[src/rtl/gray_pkg.sv]
// Shared Gray-code helpers for pointer and sequence counters.
// The functions are 32 bits wide; narrower values work when zero-extended.
package gray_pkg;

  localparam int GRAY_MAX_BITS = 32;

  typedef logic [GRAY_MAX_BITS-1:0] gray_word_t;

  typedef enum logic {
    CNT_DN = 1'b0,
    CNT_UP = 1'b1
  } cnt_dir_e;

  function automatic gray_word_t bin2gray(input gray_word_t b);
    return b ^ (b >> 1);
  endfunction

  // Prefix-XOR from the MSB down. Leading zeros in a narrow value decode to zeros.
  function automatic gray_word_t gray2bin(input gray_word_t g);
    gray_word_t b;
    b[GRAY_MAX_BITS-1] = g[GRAY_MAX_BITS-1];
    for (int i = GRAY_MAX_BITS - 2; i >= 0; i--) begin
      b[i] = b[i+1] ^ g[i];
    end
    return b;
  endfunction

endpackage

[src/rtl/gray2bin_n.sv]
// Combinational Gray-to-binary decoder of width N_BITS, zero latency.
// Also usable after a CDC synchroniser on a received Gray pointer.
module gray2bin_n #(
  parameter int N_BITS = 4
) (
  input  logic [N_BITS-1:0] gray_i,
  output logic [N_BITS-1:0] bin_o
);

  logic acc;

  always_comb begin
    acc   = 1'b0;
    bin_o = '0;
    for (int i = N_BITS - 1; i >= 0; i--) begin
      acc      = acc ^ gray_i[i];
      bin_o[i] = acc;
    end
  end

endmodule

[src/rtl/gray_counter_ud.sv]
// Up/down Gray counter with Gray load, wrap or saturate mode, and event pulses.
// One-cycle latency from ena/load to every output; binary and Gray register together.
module gray_counter_ud
  import gray_pkg::*;
#(
  parameter int N_BITS = 4,
  parameter bit WRAP   = 1'b1
) (
  input  logic              clk,
  input  logic              nrst,
  input  logic              ena,
  input  logic              up_dn,
  input  logic              load,
  input  logic [N_BITS-1:0] load_gray,
  output logic [N_BITS-1:0] gray_cnt,
  output logic [N_BITS-1:0] bin_cnt,
  output logic              wrap,
  output logic              sat
);

  if (N_BITS < 2 || N_BITS > GRAY_MAX_BITS) begin : g_bad_width
    $fatal(1, "gray_counter_ud: N_BITS must be in 2..32");
  end

  localparam logic [N_BITS-1:0] MAX_VAL = {N_BITS{1'b1}};
  localparam logic [N_BITS-1:0] ONE     = N_BITS'(1);

  logic [N_BITS-1:0] bin_q, bin_d;
  logic [N_BITS-1:0] gray_q, gray_d;
  logic              wrap_q, wrap_d;
  logic              sat_q, sat_d;
  logic [N_BITS-1:0] load_bin;
  logic              at_max, at_zero;
  cnt_dir_e          dir;

  gray2bin_n #(
    .N_BITS(N_BITS)
  ) u_load_dec (
    .gray_i(load_gray),
    .bin_o (load_bin)
  );

  assign dir     = cnt_dir_e'(up_dn);
  assign at_max  = (bin_q == MAX_VAL);
  assign at_zero = (bin_q == '0);

  always_comb begin
    bin_d  = bin_q;
    wrap_d = 1'b0;
    sat_d  = 1'b0;
    if (load) begin
      bin_d = load_bin;
    end else if (ena) begin
      if (dir == CNT_UP) begin
        if (!at_max) begin
          bin_d = bin_q + ONE;
        end else if (WRAP) begin
          bin_d  = '0;
          wrap_d = 1'b1;
        end else begin
          sat_d = 1'b1;
        end
      end else begin
        if (!at_zero) begin
          bin_d = bin_q - ONE;
        end else if (WRAP) begin
          bin_d  = MAX_VAL;
          wrap_d = 1'b1;
        end else begin
          sat_d = 1'b1;
        end
      end
    end
    // Encode from the next binary value so both registers stay aligned.
    gray_d = N_BITS'(bin2gray(gray_word_t'(bin_d)));
  end

  always_ff @(posedge clk or negedge nrst) begin
    if (!nrst) begin
      bin_q  <= '0;
      gray_q <= '0;
      wrap_q <= 1'b0;
      sat_q  <= 1'b0;
    end else begin
      bin_q  <= bin_d;
      gray_q <= gray_d;
      wrap_q <= wrap_d;
      sat_q  <= sat_d;
    end
  end

  assign gray_cnt = gray_q;
  assign bin_cnt  = bin_q;
  assign wrap     = wrap_q;
  assign sat      = sat_q;

endmodule
[config.mk]
export PLATFORM = sky130hd
export DESIGN_NAME = gray_counter_ud
export DESIGN_NICKNAME = d
export VERILOG_FILES = /design/src/rtl/gray_pkg.sv /design/src/rtl/gray2bin_n.sv /design/src/rtl/gray_counter_ud.sv
export SDC_FILE = /design/constraint.sdc
export NUM_CORES = 1
export LEC_CHECK = 0
export CORE_AREA = 2 2 39 41
export DETAILED_ROUTE_END_ITERATION = 16
export DIE_AREA = 0 0 41 43
export PLACE_DENSITY = 0.79
export SKIP_LAST_GASP = 1
export SLEW_MARGIN = 20
export SYNTH_ARGS = -nofsm -noshare
export SYNTH_HDL_FRONTEND = slang
export SYNTH_HIERARCHICAL = 1
export SYNTH_SLANG_ARGS = --single-unit
export TNS_END_PERCENT = 1
[constraint.sdc]
create_clock -name clk -period 3.9 [get_ports clk]
set_input_delay 0.39 -clock clk [delete_from_list [all_inputs] [get_ports clk]]
set_output_delay 0.39 -clock clk [all_outputs]
set_load 0.03 [all_outputs]
==> results.md, run 1 <==
- Power Internal: 236 µW
- Crit path capture type: output port
- DR DRC count: 0
- RePlAce Congestion: 0.711
- Final setup viols: 0
- Global route overflow: 0
- Cell leakage power: 0.322 nW
- Routed wire length: 1.10 mm
- Worst-case register-to-register setup slack: 2.17 ns
- Amount of wire on met3 after detailed routing: 64 µm
- Insertion delay of the later-clocked pin in the worst-skew pair: 0.25 ns
- WP buf/inv: 1
- Number of flops mapped to enable cells by yosys: 0
- Post-detailed-route count of antenna-violating nets: 0
- Switching Power: 162 µW
- Most repeated cell in the gate-level netlist after synthesis: dfrtp_1
- Count of standard-cell rows: 14
- Period minus WS final: 1.86 ns
- Average wire per standard cell: 12.0 µm
- Post-synth top area share: 34.1%
- Maximum clock skew at final layout: 0.00599 ns
- Die area: 1760 µm²
- Count of hold buffers inserted by post-cts repair: 0
- Placeable core area: 1380 µm²
- CTS tree: built
- Predominant post-synthesis flop cell: dfrtp_1
- Sum of met2 wire segment lengths after detailed routing: 549 µm
- Largest family of logic cells by synthesized area: simple AND/OR/NAND/NOR gates
- Classification of the worst-slack hold path: in2async
- Number of top-level pins: 19
- MaxCap Viol Count: 0
- Synthesized-area fraction occupied by adder cells: 4.26%
- Top post-synthesis cells by count: dfrtp_1, a21oi_1, inv_1
- Buffer cell driving the clock tree root: clkbuf_4
- Global routing usage summed across all routing layers: 15.1%
- Largest net degree at the start of global routing: 12
- Status: finished, final reports clean
- Slowest library cell on the worst path: clkdlybuf4s50_1
- Area of the mapped netlist: 587 µm²
- Relative contribution of sequential cells to total power: 33.3%
- Max Root-Sink Buffers: 2
- Part of the power in the clock network: 15.2%
- Critical path launch point: bin_cnt[3]
- Total nets after synthesis: 73
- Number of iterations in the first detailed-routing pass: 4
- Post-CTS Resized: 0
- Final core utilization: 55.1%
- Data required time at the worst endpoint: 3.51 ns
- Area grow syn2layout: 29.9%
- Xor/xnor cell area share of the yosys netlist: 11.7%
- Number of global-route vias before repair: 415
- Number of buffers inserted during clock tree synthesis: 3
- DR vias/cell: 5.28
- Total negative slack: 0 ns
- Wire length of the first global-routing pass: 1.75 mm
- Clock transition at the registers of the reported paths: 0.05 ns
- Seq cells post-synth: 8
- Fin nets: 89
- Post-synthesis compound-gate area fraction: 13.6%
- Cell variety after synth: 31
- Height of the die: 43 µm
- Die Wd: 41 µm
- Count of final max-slew check failures: 0
- Fraction of layout instances using a drive strength above 1: 6.58%
- Logic pwr share: 51.5%
- Switching Fraction: 40.7%
- Post-detailed-placement half-perimeter wirelength: 891 µm
- Initial antenna violation count: 0
- Total of warnings raised by yosys: 6
- Layout fillers: 136
- Starting DRT DRC Count: 7
- Maximum net fanout on the critical path: 10
- Maximum VDD drop: 0.344 mV
- Post CTS Setup Buffer Count: 0
- Total clock sinks: 8
- Final number of hold-violating endpoints: 0
- Setup repair after global routing missed its margin: false
- Async set-reset flop share out of synthesis: 100%
- Initial core utilization: 42.4%
- Top post-synthesis cells by area: dfrtp_1, mux2i_1, xnor2_1
- PD cells: 523 nW/µm²
- Share of synthesized cell area in and, or, nand and nor gates: 19.2%
- Start of the worst register-to-register path: bin_cnt[0]
- Critical register-to-register path endpoint: gray_cnt[0]
- Worst R2R Path Depth: 6
- Synth area leader: dfrtp_1
- Crit-path cells: clkdlybuf4s50_1
- Routed metal-1 wirelength: 486 µm
- Largest delay share family, worst path: buffers and inverters
- Highest signal layer in the routed design: met3
- Startpoint types: register
- Via count: 486
- Fraction of synthesized area in multiplexers: 6.82%
- Delay contributed by the slowest stage of the critical path: 0.73 ns
- Post-synthesis cell count: 62
- Critical path start-end classification: reg2out
- Final worst-path cycle share: 47.6%
- Mean Syn Cell Area: 9.46 µm²
- CP arrival: 1.47 ns
- Diode count: 0
- Max H-tree Level: 1
- Achievable Freq: 0.538 GHz
- Part of the Yosys area used for sequential elements: 34.1%
- Buffers added on ports: 17
[worst register-to-register path, cell delays in order (launching register included)]
cell and delay (ns):
dfrtp_1 0.47, inv_1 0.11, ha_1 0.19, nor4b_1 0.35
o211ai_1 0.15, a21oi_1 0.24, xnor2_1 0.14
[cell type report]
class / instances / area (µm²) / area share (%)
clock buffer: 3 / 22.5 / 2.96
inverter: 5 / 18.8 / 2.46
multi-input combinational: 43 / 330 / 43.3
sequential: 8 / 200 / 26.3
tap: 16 / 20.0 / 2.63
timing repair buffer: 17 / 170 / 22.3
[metrics by stage]
| stage | hold slack (ns) | instance area (µm²) | power, mW | worst slack [ns] | instances |
|---|---|---|---|---|---|
| after global routing | 0.442 | 762 | 0.428 | 1.97 | 92 |
| after global placement | 0.678 | 739 | 0.339 | 2.03 | 89 |
| after CTS | 0.419 | 762 | 0.404 | 2.03 | 92 |
| final | 0.414 | 762 | 0.398 | 2.04 | 92 |
| after floorplan | 0.0944 | 587 | 0.267 | 2.23 | 62 |
| after detailed placement | 0.686 | 739 | 0.341 | 1.95 | 89 |
[routing by layer]
| layer | global-route usage [%] | vias to the layer above |
|---|---|---|
| met5 | 0 | - |
| met1 | 18.8 | 227 |
| met3 | 7.85 | 0 |
| li1 | - | 240 |
| met2 | 24.1 | 19 |
| met4 | 0 | 0 |
[state kept, by name, summed over array words and instances (netlist names)]
signal	count
bin_cnt	4
gray_cnt	3
wrap	1
[power by group through the flow]
stage	clock (mW)	sequential, mW	combinational (mW)
6_report	0.0604	0.133	0.205
5_1_grt	0.0681	0.135	0.225
4_1_cts	0.0638	0.133	0.208
3_5_place_dp	0	0.134	0.207
3_3_place_gp	0	0.133	0.207
2_1_floorplan	0	0.176	0.0910
[layout by cell type, fill, tap and decap left out, drive strengths merged]
| cell type | instances |
|---|---|
| clkdlybuf4s50 | 17 |
| dfrtp | 8 |
| inv | 5 |
| a21oi | 5 |
| mux2i | 4 |
| xnor2 | 4 |
| nor3b | 3 |
| clkbuf | 3 |
| xor2 | 3 |
| nor2b | 2 |
| nand4 | 2 |
| ha | 2 |
| nand2 | 1 |
| nor4b | 1 |
| o211ai | 1 |
| nor2 | 1 |
| or4b | 1 |
| or2b | 1 |
| o311ai | 1 |
| nand3b | 1 |
| a31o | 1 |
| a211oi | 1 |
| nand2b | 1 |
| nand3 | 1 |
| o21ai | 1 |
| a32oi | 1 |
| a2bb2oi | 1 |
| and2b | 1 |
| nor3 | 1 |
| conb | 1 |
[how the worst max path moves through the flow]
stage,to,slack [ns],cells past startpoint
after floorplan,gray_cnt[1],2.23,6
after global routing,gray_cnt[0],1.97,6
after global placement,gray_cnt[0],2.03,5
final,gray_cnt[3],2.04,1
after CTS,gray_cnt[3],2.03,1
after detailed placement,gray_cnt[0],1.95,5
[kinds of logic (layout without fill, tap and decap cells)]
| kind of cell | after synthesis | count (layout) |
|---|---|---|
| and+or+nand+nor | 17 | 17 |
| AOI/OAI and AO/OA | 12 | 12 |
| muxes | 4 | 4 |
| buffers and inverters | 11 | 25 |
| xor gates and xnor gates | 7 | 7 |
| adders and majority gates | 2 | 2 |
| other | 1 | 1 |
| DFF | 8 | 8 |
Note: power is estimated with default switching activity, not from simulation.
==> run 2: changes to the inputs <==
--- a/config.mk
+++ b/config.mk
@@ -5,10 +5,10 @@
 export SDC_FILE = /design/constraint.sdc
 export NUM_CORES = 1
 export LEC_CHECK = 0
-export CORE_AREA = 2 2 39 41
+export CORE_MARGIN = 1.5
+export CORE_UTILIZATION = 43
 export DETAILED_ROUTE_END_ITERATION = 16
-export DIE_AREA = 0 0 41 43
-export PLACE_DENSITY = 0.79
+export PLACE_DENSITY = 0.77
 export SKIP_LAST_GASP = 1
 export SLEW_MARGIN = 20
 export SYNTH_ARGS = -nofsm -noshare
==> constraint.sdc (replaced) <==
create_clock -name clk -period 1.9 [get_ports clk]
set_input_delay 0.19 -clock clk [delete_from_list [all_inputs] [get_ports clk]]
set_output_delay 0.19 -clock clk [all_outputs]
set_load 0.03 [all_outputs]
==> run 2 against run 1 <==
Net effect: largest power group unchanged; via count unchanged; critical path depth increased by 5; first-iteration DRC count increased by 43%; routed wire length increased by 0.27%; power increased by 110%; count of clock-buffer cells in the layout unchanged.
==> results.md, run 2 (synthesized netlist as in run 1, its figures left out) <==
- Buffer cell driving the clock tree root: clkbuf_4
- Achievable Freq: 0.572 GHz
- Global routing usage summed across all routing layers: 16.1% (+1.1 points)
- Initial antenna violation count: 0 (unchanged)
- Worst R2R Path Depth: 6 (unchanged)
- Insertion delay of the later-clocked pin in the worst-skew pair: 0.25 ns (about the same)
- Final number of hold-violating endpoints: 0 (unchanged)
- Post-CTS Resized: 0 (unchanged)
- Total clock sinks: 8 (unchanged)
- Buffers added on ports: 17 (unchanged)
- Initial core utilization: 45.7% (+3.3 points)
- Final core utilization: 59.2% (+4.1 points)
- Multi-input gate area in the final layout: 330 µm² (unchanged)
- Starting DRT DRC Count: 10 (+3)
- Final setup viols: 0 (unchanged)
- MaxCap Viol Count: 0 (unchanged)
- Count of standard-cell rows: 13 (-1)
- Pre-CTS setup slack: 0.183 ns (-1.77 ns)
- CP arrival: 1.92 ns (+0.45 ns)
- Diode count: 0 (unchanged)
- Status: finished, final reports clean
- Cell area after layout: 761 µm² (-0.16%)
- Most common library cell in the layout ignoring fill and taps: clkdlybuf4s50_1
- Number of iterations in the first detailed-routing pass: 4 (unchanged)
- Fin nets: 89 (unchanged)
- Number of global-route vias before repair: 385 (-7.2%)
- Maximum clock skew at final layout: 0.00158 ns (-0.00441 ns)
- Classification of the worst-slack hold path: in2async
- Cell leakage power: 0.322 nW (unchanged)
- Area grow syn2layout: 29.6%
- Fraction of layout instances using a drive strength above 1: 6.58% (unchanged)
- Max H-tree Level: 1 (unchanged)
- Wire length of the first global-routing pass: 1.62 mm (-7.1%)
- Average wire per standard cell: 12.1 µm (+1.4%)
- Maximum net fanout on the critical path: 8 (-2)
- Placeable core area: 1280 µm² (-7.1%)
- Post-detailed-route count of antenna-violating nets: 0 (unchanged)
- Period minus WS final: 1.75 ns
- Number of buffers inserted during clock tree synthesis: 3 (unchanged)
- Instance count after placement with tap cells included: 88 (-1.1%)
- Count of hold buffers inserted by post-cts repair: 0 (unchanged)
- Max reg flops: 4 (unchanged)
- Startpoint types: register
- Die Wd: 39.9 µm (-2.6%)
- Setup repair after global routing missed its margin: false
- DR DRC count: 0 (unchanged)
- Height of the die: 39.9 µm (-7.1%)
- RePlAce Congestion: 0.865 (+22%)
- Finished Layout Cells: 91 (-1.1%)
- Number of top-level pins: 19 (unchanged)
- Worst Slack Setup Final: 0.151 ns (-1.89 ns)
- Total negative slack: 0 ns (unchanged)
- Via count: 486 (unchanged)
- Clock transition at the registers of the reported paths: 0.05 ns (about the same)
- Post-detailed-placement half-perimeter wirelength: 831 µm (-6.7%)
- CTS tree: built
- Routed wire length: 1.10 mm (+0.27%)
- Data required time at the worst endpoint: 2.07 ns (-1.44 ns)
- Area after DPL: 738 µm² (-0.17%)
- PD cells: 1080 nW/µm² (+110%)
- Layout fillers: 125 (-8.1%)
- Post CTS Setup Buffer Count: 0 (unchanged)
- Die area: 1600 µm² (-9.5%)
- Global route overflow: 0 (unchanged)
- DR vias/cell: 5.34 (+1.1%)
- Sequential cell area: 200 µm² (unchanged)
- Count of final max-slew check failures: 0 (unchanged)
- Max Root-Sink Buffers: 2 (unchanged)
- Critical path start-end classification: reg2reg
- Largest net degree at the start of global routing: 12 (unchanged)
- Maximum VDD drop: 0.678 mV (+97%)
- Most used cells in the layout excluding fill and tap cells: clkdlybuf4s50_1, dfrtp_1, inv_1, a21oi_1
- Final worst-path cycle share: 92.0%
- Crit path capture type: register
[run 2: layout make-up]
class                      count  share of cell area, %
sequential                     8                   26.3
multi-input combinational     43                   43.4
clock buffer                   3                   2.96
tap                           15                   2.47
timing repair buffer          17                   22.4
inverter                       5                   2.47
[run 2: metrics by stage]
step                power, mW  hold slack [ns]
floorplan               0.548           -0.106
global placement        0.694            0.484
detailed placement      0.697            0.491
CTS                     0.829            0.214
global route            0.879            0.227
finish                  0.820            0.210
[run 2: path summary, 6_finish.rpt]
path	from	to	slack [ns]
max	bin_cnt[0]	gray_cnt[1]	0.15
min	nrst	gray_cnt[1]	0.21
max reg2reg	bin_cnt[0]	gray_cnt[1]	0.15
min reg2reg	bin_cnt[0]	bin_cnt[0]	0.81
max in group asynchronous	nrst	bin_cnt[2]	1.44
min in group clk	ena	wrap	0.72
[run 2: critical path, cell delays in order, from the launching register on]
cell and delay (ns):
dfrtp_1 0.49, inv_1 0.12, ha_1 0.32, xor2_1 0.15, mux2i_1 0.10, mux2i_1 0.33
xnor2_1 0.17
[run 2: per-layer routing]
layer,vias to the layer above,track usage [%],wire (µm)
met4,0,7.76,18
met2,18,24.2,538
met5,-,0,0
met3,2,8.33,67
met1,225,18.8,479
li1,241,-,-
[run 2: power breakdown]
part           internal, mW  switching, mW  total, mW
Sequential            0.219         0.0499      0.269
Clock                0.0721         0.0554      0.128
Combinational         0.195          0.229      0.424
Total                 0.486          0.334      0.820
